`src/rtl/mem_port_arbiter.sv`:
```
// Arbitrates fetch/load/store four-phase requests onto one synchronous RAM port
// with 1-cycle read latency; store > load > fetch, with optional fetch aging.
module mem_port_arbiter #(
  parameter int ADDR_W       = 16,
  parameter int DATA_W       = 8,
  parameter int STARVE_LIMIT = 4
) (
  input  logic              ram_clk,
  input  logic              rst,
  input  logic              fetch_read,
  output logic              fetch_read_ready,
  input  logic [ADDR_W-1:0] fetch_read_address,
  output logic [DATA_W-1:0] fetch_read_data_out,
  input  logic              load_read,
  output logic              load_read_ready,
  input  logic [ADDR_W-1:0] load_read_address,
  output logic [DATA_W-1:0] load_read_data_out,
  input  logic              store_save,
  output logic              store_save_ready,
  input  logic [ADDR_W-1:0] store_save_address,
  input  logic [DATA_W-1:0] store_save_data_in,
  output logic              mem_write_enable,
  output logic [ADDR_W-1:0] mem_address,
  output logic [DATA_W-1:0] mem_data_in,
  input  logic [DATA_W-1:0] mem_data_out,
  output logic              busy
);

  typedef enum logic [1:0] {IDLE, ISSUE, CAPTURE, DONE} state_e;
  typedef enum logic [1:0] {GNT_FETCH, GNT_LOAD, GNT_STORE} gnt_e;

  localparam int CNT_W = (STARVE_LIMIT < 1) ? 1 : $clog2(STARVE_LIMIT + 1);
  localparam logic [CNT_W-1:0] CNT_MAX = CNT_W'(STARVE_LIMIT);

  state_e            state_q, state_d;
  gnt_e              gnt_q, gnt_d;
  logic [CNT_W-1:0]  starve_q, starve_d;
  logic              mem_we_q, mem_we_d;
  logic [ADDR_W-1:0] mem_addr_q, mem_addr_d;
  logic [DATA_W-1:0] mem_wdata_q, mem_wdata_d;
  logic [DATA_W-1:0] fetch_data_q, fetch_data_d;
  logic [DATA_W-1:0] load_data_q, load_data_d;
  logic              fetch_rdy_q, fetch_rdy_d;
  logic              load_rdy_q, load_rdy_d;
  logic              store_rdy_q, store_rdy_d;
  logic              gnt_req;
  logic              fetch_aged;

  always_comb begin
    state_d      = state_q;
    gnt_d        = gnt_q;
    starve_d     = starve_q;
    mem_we_d     = mem_we_q;
    mem_addr_d   = mem_addr_q;
    mem_wdata_d  = mem_wdata_q;
    fetch_data_d = fetch_data_q;
    load_data_d  = load_data_q;
    fetch_rdy_d  = fetch_rdy_q;
    load_rdy_d   = load_rdy_q;
    store_rdy_d  = store_rdy_q;

    case (gnt_q)
      GNT_STORE: gnt_req = store_save;
      GNT_LOAD:  gnt_req = load_read;
      default:   gnt_req = fetch_read;
    endcase
    fetch_aged = (STARVE_LIMIT != 0) && (starve_q >= CNT_MAX);

    case (state_q)
      IDLE: begin
        if (!fetch_read) starve_d = '0;
        if (fetch_read || load_read || store_save) begin
          state_d = ISSUE;
          if (fetch_read && fetch_aged)  gnt_d = GNT_FETCH;
          else if (store_save)           gnt_d = GNT_STORE;
          else if (load_read)            gnt_d = GNT_LOAD;
          else                           gnt_d = GNT_FETCH;

          case (gnt_d)
            GNT_STORE: begin
              mem_addr_d  = store_save_address;
              mem_wdata_d = store_save_data_in;
              mem_we_d    = 1'b1;
            end
            GNT_LOAD: begin
              mem_addr_d = load_read_address;
              mem_we_d   = 1'b0;
            end
            default: begin
              mem_addr_d = fetch_read_address;
              mem_we_d   = 1'b0;
            end
          endcase

          // Aging: fetch loses a grant only when it was actually waiting.
          if (gnt_d == GNT_FETCH)
            starve_d = '0;
          else if (fetch_read && (starve_q < CNT_MAX))
            starve_d = starve_q + CNT_W'(1);
        end
      end
      ISSUE: begin
        mem_we_d = 1'b0;
        if (gnt_q == GNT_STORE) begin
          // Write already happened at this edge; a dropped request skips DONE.
          if (store_save) begin
            store_rdy_d = 1'b1;
            state_d     = DONE;
          end else begin
            state_d = IDLE;
          end
        end else begin
          state_d = CAPTURE;
        end
      end
      CAPTURE: begin
        if (gnt_q == GNT_LOAD) begin
          load_data_d = mem_data_out;
          load_rdy_d  = load_read;
        end else begin
          fetch_data_d = mem_data_out;
          fetch_rdy_d  = fetch_read;
        end
        state_d = gnt_req ? DONE : IDLE;
      end
      DONE: begin
        if (!gnt_req) begin
          fetch_rdy_d = 1'b0;
          load_rdy_d  = 1'b0;
          store_rdy_d = 1'b0;
          state_d     = IDLE;
        end
      end
      default: state_d = IDLE;
    endcase
  end

  always_ff @(posedge ram_clk or posedge rst) begin
    if (rst) begin
      state_q      <= IDLE;
      gnt_q        <= GNT_FETCH;
      starve_q     <= '0;
      mem_we_q     <= 1'b0;
      mem_addr_q   <= '0;
      mem_wdata_q  <= '0;
      fetch_data_q <= '0;
      load_data_q  <= '0;
      fetch_rdy_q  <= 1'b0;
      load_rdy_q   <= 1'b0;
      store_rdy_q  <= 1'b0;
    end else begin
      state_q      <= state_d;
      gnt_q        <= gnt_d;
      starve_q     <= starve_d;
      mem_we_q     <= mem_we_d;
      mem_addr_q   <= mem_addr_d;
      mem_wdata_q  <= mem_wdata_d;
      fetch_data_q <= fetch_data_d;
      load_data_q  <= load_data_d;
      fetch_rdy_q  <= fetch_rdy_d;
      load_rdy_q   <= load_rdy_d;
      store_rdy_q  <= store_rdy_d;
    end
  end

  assign fetch_read_ready    = fetch_rdy_q;
  assign load_read_ready     = load_rdy_q;
  assign store_save_ready    = store_rdy_q;
  assign fetch_read_data_out = fetch_data_q;
  assign load_read_data_out  = load_data_q;
  assign mem_write_enable    = mem_we_q;
  assign mem_address         = mem_addr_q;
  assign mem_data_in         = mem_wdata_q;
  assign busy                = (state_q != IDLE);

endmodule

```
`config.mk`:
```
export PLATFORM = sky130hd
export DESIGN_NAME = mem_port_arbiter
export DESIGN_NICKNAME = d
export VERILOG_FILES = /design/src/rtl/mem_port_arbiter.sv
export SDC_FILE = /design/constraint.sdc
export NUM_CORES = 1
export LEC_CHECK = 0
export CAP_MARGIN = 20
export CORE_ASPECT_RATIO = 0.9
export CORE_MARGIN = 5
export CORE_UTILIZATION = 42
export CTS_CLUSTER_DIAMETER = 60
export DETAILED_ROUTE_END_ITERATION = 16
export GPL_ROUTABILITY_DRIVEN = 0
export GPL_TIMING_DRIVEN = 0
export PLACE_DENSITY = 0.81
export SYNTH_ARGS = -nofsm -noshare
export SYNTH_HDL_FRONTEND = slang
export SYNTH_SLANG_ARGS = --single-unit
```
`constraint.sdc`:
```
create_clock -name ram_clk -period 2.12 [get_ports ram_clk]
set_clock_uncertainty 0.2 [all_clocks]
set_input_delay 0.424 -clock ram_clk [delete_from_list [all_inputs] [get_ports ram_clk]]
set_output_delay 0.424 -clock ram_clk [all_outputs]
set_load 0.005 [all_outputs]
```
==> results.cfg <==
[status]
result_of_the_run = finished clean

[finish]
final_nets = 409
antenna-diode-count = 0
share_of_post_route_cells_with_drive_strength_above_1 = 0.207
layout_commonest_cell = sky130_fd_sc_hd__clkdlybuf4s50_1
areaGrowthSynthToFinish_pct = 55.1
layout_common_cells = 109 x sky130_fd_sc_hd__clkdlybuf4s50_1, 51 x sky130_fd_sc_hd__dfrtp_1, 33 x sky130_fd_sc_hd__mux2_2

[timing]
slew-limit-headroom = 0.718
grt_setup_unrepaired = false
finalHoldWorstSlack_ns = 0.215
report.final.slew_viol_count = 0
worst-slew-pin-transition_ns = 0.422
period_share = 0.957
count_of_final_setup_violators = 0
final.setup.worst_slack_ns = 0.0913
fmaxAchievable_ghz = 0.493
final_hold_viol_count = 0
finalWorstPathRequiredPeriod_ns = 2.03

[yosys]
synthDistinctLibCells = 33
post_synth_and_or_nand_nor_area_fraction = 0.0902
synth.yosys.seq_area_share = 0.508
asyncSetResetFlopFracSynth = 1.00
yosysWarnings = 0
synth_nets = 288
post_synth_xor_area_fraction = 0
syn_inst = 211
fraction_of_synthesized_area_in_multiplexers = 0.194
ys_seq_elements = 51
synth_flop_cell = sky130_fd_sc_hd__dfrtp_1
number_of_enable_flip_flop_cells_after_synthesis = 0
synth.cell_area_sq_um = 2510
synth_fa_ha_area_frac = 0.0399
synth_compound_area_frac = 0.121
post_synth.cell_area_avg_sq_um = 11.9
combinational_family_with_the_most_area_after_synthesis = multiplexers

[routing]
via_density_per_instance = 5.15
final_antenna_net_count = 0
detailed_route_drc_error_count = 0
num_vias = 2077
total_wirelength_of_the_detailed_routed_design_microns = 6370
drt_pass1_iterations = 4
route.detailed.wl_per_inst_microns = 15.8
drc_violation_total_after_the_first_tritonroute_iteration = 68

[power]
clockPowerShare = 0.147
irDropWorstVdd_mv = 0.669
power_density_over_the_cells_nw_per_um2 = 1240
power_frac_comb = 0.503
internal_power_w = 0.00339
leakagePower_nw = 1.69
p_seq_frac = 0.350
sw_frac_of_total = 0.300
netSwitchingPower_w = 0.00145

[clock_tree]
cts.sink_count = 51
cts.reportedPaths.clkPinSlew_ns = 0.09
insertion_delay_ns = 0.30
tritoncts = built
cts.hold.buffers_added = 0
cts_buffer_depth = 2
tritoncts.num_buffers = 5
htreeDepth = 2
cts_root_buffer = sky130_fd_sc_hd__clkbuf_8

[worst_setup_path]
cp_num_buf_inv = 3
cpMostUsedCell = sky130_fd_sc_hd__nand2_1
cp-end-kind = flip-flop
critPathMaxFanout = 10
critical_path_arrival_ns = 2.02
worst-r2r-cell-count = 8
timing.critical_path.depth = 9
cp_slowest_stage_delay_ns = 0.30
critPathKind = input port to flip-flop
cell_with_the_largest_stage_delay_on_the_worst_path = sky130_fd_sc_hd__dlygate4sd2_1
critical_path.cell_chain = dlygate4sd2_1 > nand2_1 > nand2_1 > inv_1 > ha_2 > buf_4 > a22oi_1 > o21ai_0 > mux2_4
setup.worst_path.start_class = input port
timing.critical_path.max_delay_family = buffers and inverters
critPathRequiredTime_ns = 2.11

[hold_path]
hp-class = input port to asynchronous set/reset pin

[global_route]
first_global_vias = 2245
grt_antenna_before_repair = 0
grt_pass1_wl_microns = 10600
grt_start_max_net_pins = 34
globalRouteOverflowTotal = 0
grtUsageTotal = 0.171

[floorplanning]
design.core.area_sq_um = 5760
die_h_microns = 83.4
initial_core_util = 0.436
boundaryPins = 114
chipWidth_microns = 91.5
design.die.area_sq_um = 7630
placementRows = 26

[placement]
detailed_place_hpwl_microns = 5110
dp_worst_setup_slack_ns = -0.692
io_buffers = 113

[flow_run]
cap_viol_max_count = 0
==> cell families (layout without fill, tap and decap cells) <==
| family | after synthesis | count (layout) |
|---|---|---|
| DFF | 51 | 51 |
| buffers and inverters | 22 | 144 |
| muxes | 41 | 41 |
| AOI/OAI and AO/OA | 49 | 49 |
| and+or+nand+nor | 40 | 40 |
| adders and majority gates | 8 | 8 |
==> path summary, 6_finish.rpt <==
check                           slack, ns                     end                    from
max in group asynchronous            0.99          mem_address[2]                     rst
worst min-delay path                 0.22             starve_q[0]                     rst
min in group ram_clk                 0.31  fetch_read_data_out[5]  fetch_read_data_out[5]
worst min register to register       0.31  fetch_read_data_out[5]  fetch_read_data_out[5]
worst max register to register       0.13          mem_address[3]             starve_q[2]
worst max-delay path                 0.09          mem_address[3]              fetch_read
==> power groups by stage <==
stage               clock, W  sequential [W]  combinational (W)
global placement           0         0.00168            0.00241
global route        0.000779         0.00176            0.00264
CTS                 0.000739         0.00170            0.00247
detailed placement         0         0.00171            0.00246
floorplan                  0         0.00172            0.00119
finish              0.000712         0.00169            0.00244
==> Yosys cell counts (2+ instances only) <==
master | number | share of area
sky130_fd_sc_hd__a22oi_1 | 16 | 0.048
sky130_fd_sc_hd__nand2_1 | 21 | 0.031
sky130_fd_sc_hd__mux2_2 | 33 | 0.15
sky130_fd_sc_hd__nand2b_1 | 3 | 0.0075
sky130_fd_sc_hd__buf_2 | 2 | 0.0040
sky130_fd_sc_hd__o21ai_0 | 22 | 0.044
sky130_fd_sc_hd__ha_1 | 8 | 0.040
sky130_fd_sc_hd__o21ai_1 | 2 | 0.0040
sky130_fd_sc_hd__a21oi_1 | 3 | 0.0060
sky130_fd_sc_hd__dfrtp_1 | 51 | 0.51
sky130_fd_sc_hd__nand3_1 | 7 | 0.014
sky130_fd_sc_hd__buf_4 | 2 | 0.0060
sky130_fd_sc_hd__inv_1 | 11 | 0.016
sky130_fd_sc_hd__clkbuf_1 | 5 | 0.0075
sky130_fd_sc_hd__mux2_4 | 7 | 0.042
==> what timing repair did <==
item	CTS	global route
setup endpoints to repair	25	3
resized for setup	14	0
buffers inserted	1	1
==> cell type report <==
| cell class | count | area (sq um) |
|---|---|---|
| tap | 70 | 87.6 |
| multi-input combinational | 138 | 1120 |
| fill | 464 | 1860 |
| inverter | 11 | 41.3 |
| clock buffer | 6 | 82.6 |
| timing repair buffer | 116 | 1160 |
| buffer | 9 | 83.8 |
| clock inverter | 2 | 38.8 |
| sequential | 51 | 1280 |
==> stage by stage <==
| stage | instances | TNS, ns | area [sq um] | total power (W) | utilization |
|---|---|---|---|---|---|
| 2_1_floorplan | 211 | 0 | 2510 | 0.00291 | - |
| 3_3_place_gp | 394 | -51.22 | 3730 | 0.00409 | 0.648 |
| 3_5_place_dp | 395 | -16.04 | 3750 | 0.00417 | 0.651 |
| 4_1_cts | 402 | 0 | 3890 | 0.00491 | 0.675 |
| 5_1_grt | 403 | 0 | 3890 | 0.00518 | 0.676 |
| 6_report | 403 | 0 | 3890 | 0.00484 | 0.676 |
==> worst register-to-register path: cells and delay by family, from the launching register on <==
kind                     cells  cell delay [ns]
AO/OA/AOI/OAI                2             0.29
multiplexers                 1             0.26
flip-flops                   1             0.39
buffers and inverters        2             0.25
AND/OR/NAND/NOR              2             0.23
adder cells (fa/ha/maj)      1             0.24
==> per-layer routing <==
layer	wire, microns	global-route usage	share of wire	up-vias
li1	-	-	-	995
met1	2530	0.195	0.40	1006
met2	3360	0.310	0.53	66
met3	381	0.0425	0.060	10
met4	97	0.0521	0.015	0
met5	0	0	0	-
==> state kept, by name (all words and copies together) (netlist names) <==
register,flops
mem_address,16
fetch_read_data_out,8
load_read_data_out,8
mem_data_in,8
starve_q,3
gnt_q,2
state_q,2
fetch_read_ready,1
load_read_ready,1
mem_write_enable,1
store_save_ready,1
No activity file was read; power rests on OpenSTA's default activity.
==> RTL edit 1 (same flow settings) <==
Set the parameter `STARVE_LIMIT` to 2 (it was 4).
--- a/src/rtl/mem_port_arbiter.sv
+++ b/src/rtl/mem_port_arbiter.sv
@@ -4,5 +4,5 @@
   parameter int ADDR_W       = 16,
   parameter int DATA_W       = 8,
-  parameter int STARVE_LIMIT = 4
+  parameter int STARVE_LIMIT = 2
 ) (
   input  logic              ram_clk,
Check against the original RTL: not equivalent (a bounded check fails within 10 cycles, from zero or initial values and one cycle with rst high).
==> RTL edit 1 against the original RTL <==
- the run now ends with setup timing left
- total power up 4.0%
- fmax down 7.2%
- sequential cell count down 1
- die area down 1.2%
- design area up 1.9%
- setup slack worse by 0.16 ns
- hold slack better by 0.074 ns
- routed wire length up 6.8%
- synthesized cell count down 3.8%
- count of clock-buffer cells in the layout up 1
- critical path depth unchanged
- non-clock buffer count up 3
- synthesized area down 1.4%
- critical path type is now reg2reg
==> RTL edit 1: results (changes against the original RTL) <==
[status]
status = finished, violations left
violations = setup timing

[global_routing]
first_global_vias = 2291  ; +2.0%
grt_max_degree = 29  ; -15%
grt_pass1_wl_mm = 11.5  ; +8.7%

[route]
drt_wl_total_mm = 6.81  ; +6.8%
drt_iter0_drc = 44  ; -35%
drt_first_pass_iters = 4  ; unchanged

[synth]
synthMuxAreaShare_pct = 20.3  ; +0.83 points
synth-compound-area-share_pct = 13.0  ; +0.93 points
synthTopCellsByArea = dfrtp_1, mux2_2, a22oi_1
ys_types = 40  ; +21%
synth_commonest_cells = dfrtp_1, mux2_2, nand2_1, a22oi_1, o21ai_0
synth_nets = 278  ; -3.5%

[sta]
maxSlewHeadroom_pct = 65.5  ; -6.3 points
setup_viol = 14  ; +14
tns_ns = -0.511  ; -0.511 ns
fin_ws_ns = -0.0664  ; -0.158 ns

[worst_setup_path]
critPathMaxStageDelay_ns = 0.41  ; +0.11 ns
cp_top_family = flip-flops
worstRegToRegCells = 9  ; +1
worstPathArrival_ns = 2.17  ; +0.15 ns
r2r-end = mem_address[1]$_DFFE_PP0P_
crit_start = starve_q[1]$_DFFE_PP0P_

[final_layout]
drive_gt1_share_pct = 26.6  ; +5.9 points
final_nets = 402  ; -1.7%
fillCellCount = 421  ; -9.3%

[placement]
post-dp-hpwl_mm = 5.30  ; +3.7%

[clock_tree]
cts_setup_buffers = 3  ; +2
cts_resized = 20  ; +6

[power]
ir_drop_uv = 754  ; +13%
p_leak_nw = 1.68  ; -0.36%
power.share.clock_pct = 10.1  ; -4.6 points

RTL edit 1: cell types whose count changed in the layout (fill, tap and decap cells not counted), sizes merged, moves of 3 or more:
cell | unedited run | this run
o21ai | 24 | 18
nand3 | 7 | 2
inv | 12 | 8
buf | 9 | 12
RTL edit 1: per-stage QoR:
step	hold WS, ns	cells	worst slack [ns]	area [sq um]	utilization [%]
after CTS	0.286	395	-0.0753	3940	69.1
after floorplan	0.304	203	-0.0193	2560	-
after detailed placement	0.295	387	-0.872	3800	66.7
after global routing	0.317	397	-0.135	3970	69.7
final	0.289	397	-0.0664	3970	69.7
after global placement	0.288	386	-0.770	3780	66.4
RTL edit 1: final cells by class:
class | count | share of cell area, %
repair buffers | 119 | 30.3
flip-flops and latches | 50 | 31.5
plain buffers | 9 | 2.55
inverters | 8 | 0.756
multi-input cells | 134 | 30.8
clock buffers | 7 | 1.92
well taps | 70 | 2.21
RTL edit 1: worst max path at each step:
stage | end | slack [ns] | depth (start not counted)
floorplan | mem_address[0]$_DFFE_PP0P_ | -0.02 | 10
global placement | mem_address[13]$_DFFE_PP0P_ | -0.77 | 7
detailed placement | mem_address[13]$_DFFE_PP0P_ | -0.87 | 7
CTS | mem_address[1]$_DFFE_PP0P_ | -0.08 | 9
global route | mem_address[1]$_DFFE_PP0P_ | -0.13 | 10
finish | mem_address[1]$_DFFE_PP0P_ | -0.07 | 9
RTL edit 1: per-layer routing:
metal / global-route usage, % / vias up / routed length [microns] / part of all wire (%)
met5: 0 / - / 0 / 0
met1: 23.4 / 1043 / 2750 / 40
met2: 31.3 / 49 / 3560 / 52
met3: 3.44 / 18 / 300 / 4.4
li1: - / 972 / - / -
met4: 7.20 / 0 / 193 / 2.8
==> RTL edit 2 (same flow settings) <==
Without the edit above. Encoding of `state_e`: now one-hot (4 bits for 4 states).
--- a/src/rtl/mem_port_arbiter.sv
+++ b/src/rtl/mem_port_arbiter.sv
@@ -27,5 +27,5 @@
 );
 
-  typedef enum logic [1:0] {IDLE, ISSUE, CAPTURE, DONE} state_e;
+  typedef enum logic [3:0] {IDLE = 4'b0001, ISSUE = 4'b0010, CAPTURE = 4'b0100, DONE = 4'b1000} state_e;
   typedef enum logic [1:0] {GNT_FETCH, GNT_LOAD, GNT_STORE} gnt_e;
 
Behaviour: same outputs for any inputs over 10 cycles, from zero or initial values and one cycle with rst high; not proved beyond that.
==> RTL edit 2 against the original RTL <==
- via count increased by 7.8%
- design area rose by 2.1%
- synthesized area grew 1.8%
- setup slack got worse by 0.050 ns
- first-iteration DRC count is 28% lower
- total power fell by 3.3%
- routed wire length increased by 3.0%
- sequential cell count rose by 2
- critical endpoint is now fetch_read_data_out[4]$_DFFE_PP0P_
==> RTL edit 2: results (changes against the original RTL) <==
[final_layout]
final-nonclk-buf-share_pct = 31.8  ; -0.13 points
seq_area_sq_um = 1330  ; +4.2%
drive_gt1_share_pct = 19.9  ; -0.83 points
fillCellCount = 490  ; +5.6%
final-clk-cell-share_pct = 2.08  ; -1.0 points
multi_input_cells = 159  ; +15%
nFlopsAndLatches = 53  ; +3.9%
multi_input_area_sq_um = 1170  ; +3.8%
clock_buffers = 6  ; unchanged
final_nets = 438  ; +7.1%
layoutNonFillerInstCount = 434  ; +7.7%
buffers = 132  ; +5.6%
num-nonclk-inverters = 10  ; -1

[placement]
post-dp-hpwl_mm = 5.28  ; +3.4%
placed_cells = 419  ; +6.1%
port_buffers = 113  ; unchanged

[synth]
yosysSeqAreaShare_pct = 51.9  ; +1.1 points
synthTopCellsByArea = dfrtp_1, mux2_2, a22oi_1
synth_nets = 310  ; +7.6%
ys_types = 37  ; +12%

[route]
drt_iter0_drc = 49  ; -28%
routedWlPerCell_microns = 15.1  ; -4.4%
vias = 2238  ; +7.8%

[worst_setup_path]
worstPathMaxFanout = 8  ; -2
crit_end = fetch_read_data_out[4]$_DFFE_PP0P_
cp_top_family = simple AND/OR/NAND/NOR gates
cp_slowest_cell = or4b_4
r2r_slack_ns = 0.04  ; -0.09 ns
crit_start = state_q[1]$_DFFE_PP0P_
critPathMaxStageDelay_ns = 0.57  ; +0.27 ns
worstRegToRegCells = 4  ; -4

[floorplan]
rows = 27  ; +3.8%

[global_routing]
grt_max_degree = 38  ; +12%
grt_usage_pct = 17.1  ; +0.085 points
first_global_vias = 2331  ; +3.8%

[sta]
timing.hold.ws_ns = 0.212  ; -0.00297 ns
tightest_slew_ns = 0.720  ; +0.298 ns

[status]
status = complete, no violations

[power]
power.switching_w = 0.00154  ; +6.2%
pwr_density_cell_nw_per_um2 = 1180  ; -5.3%
power.share.clock_pct = 11.6  ; -3.1 points
p_leak_nw = 1.70  ; +0.59%
p_comb_w = 0.00238  ; -2%
ir_drop_uv = 500  ; -25%
switching_share_pct = 33.0  ; +3.0 points

[worst_hold_path]
min_path_type = in2async

RTL edit 2: cell count changes in the layout (fill, tap and decap cells not counted), sizes merged, moves of 2 or more:
cell         before  now
nand2            21   24
inv              12    9
nor4b             0    3
dlygate4sd2       4    2
nand3             7    0
nor2b             0    2
o21ai            24   20
clkinv            0    3
clkbuf            9   14
or4b              0    3
mux2             41   25
a21oi             3   20
buf               9   12
nor2              1   20
RTL edit 2: layer usage:
| metal | up-vias | global-route usage [%] | wire [microns] |
|---|---|---|---|
| li1 | 1087 | - | - |
| met1 | 1030 | 19.0 | 2650 |
| met2 | 106 | 29.5 | 3020 |
| met3 | 15 | 6.49 | 729 |
| met4 | 0 | 6.88 | 157 |
| met5 | - | 0 | 0 |
RTL edit 2: what timing repair did:
| item | 4_1_cts | 5_1_grt |
|---|---|---|
| setup endpoints to repair | 22 | 15 |
| pin swaps | 1 | 2 |
| endpoints found under the hold margin | 0 | 0 |
| hold buffers | 0 | 0 |
| setup buffers | 5 | 3 |
| resized for setup | 13 | 18 |
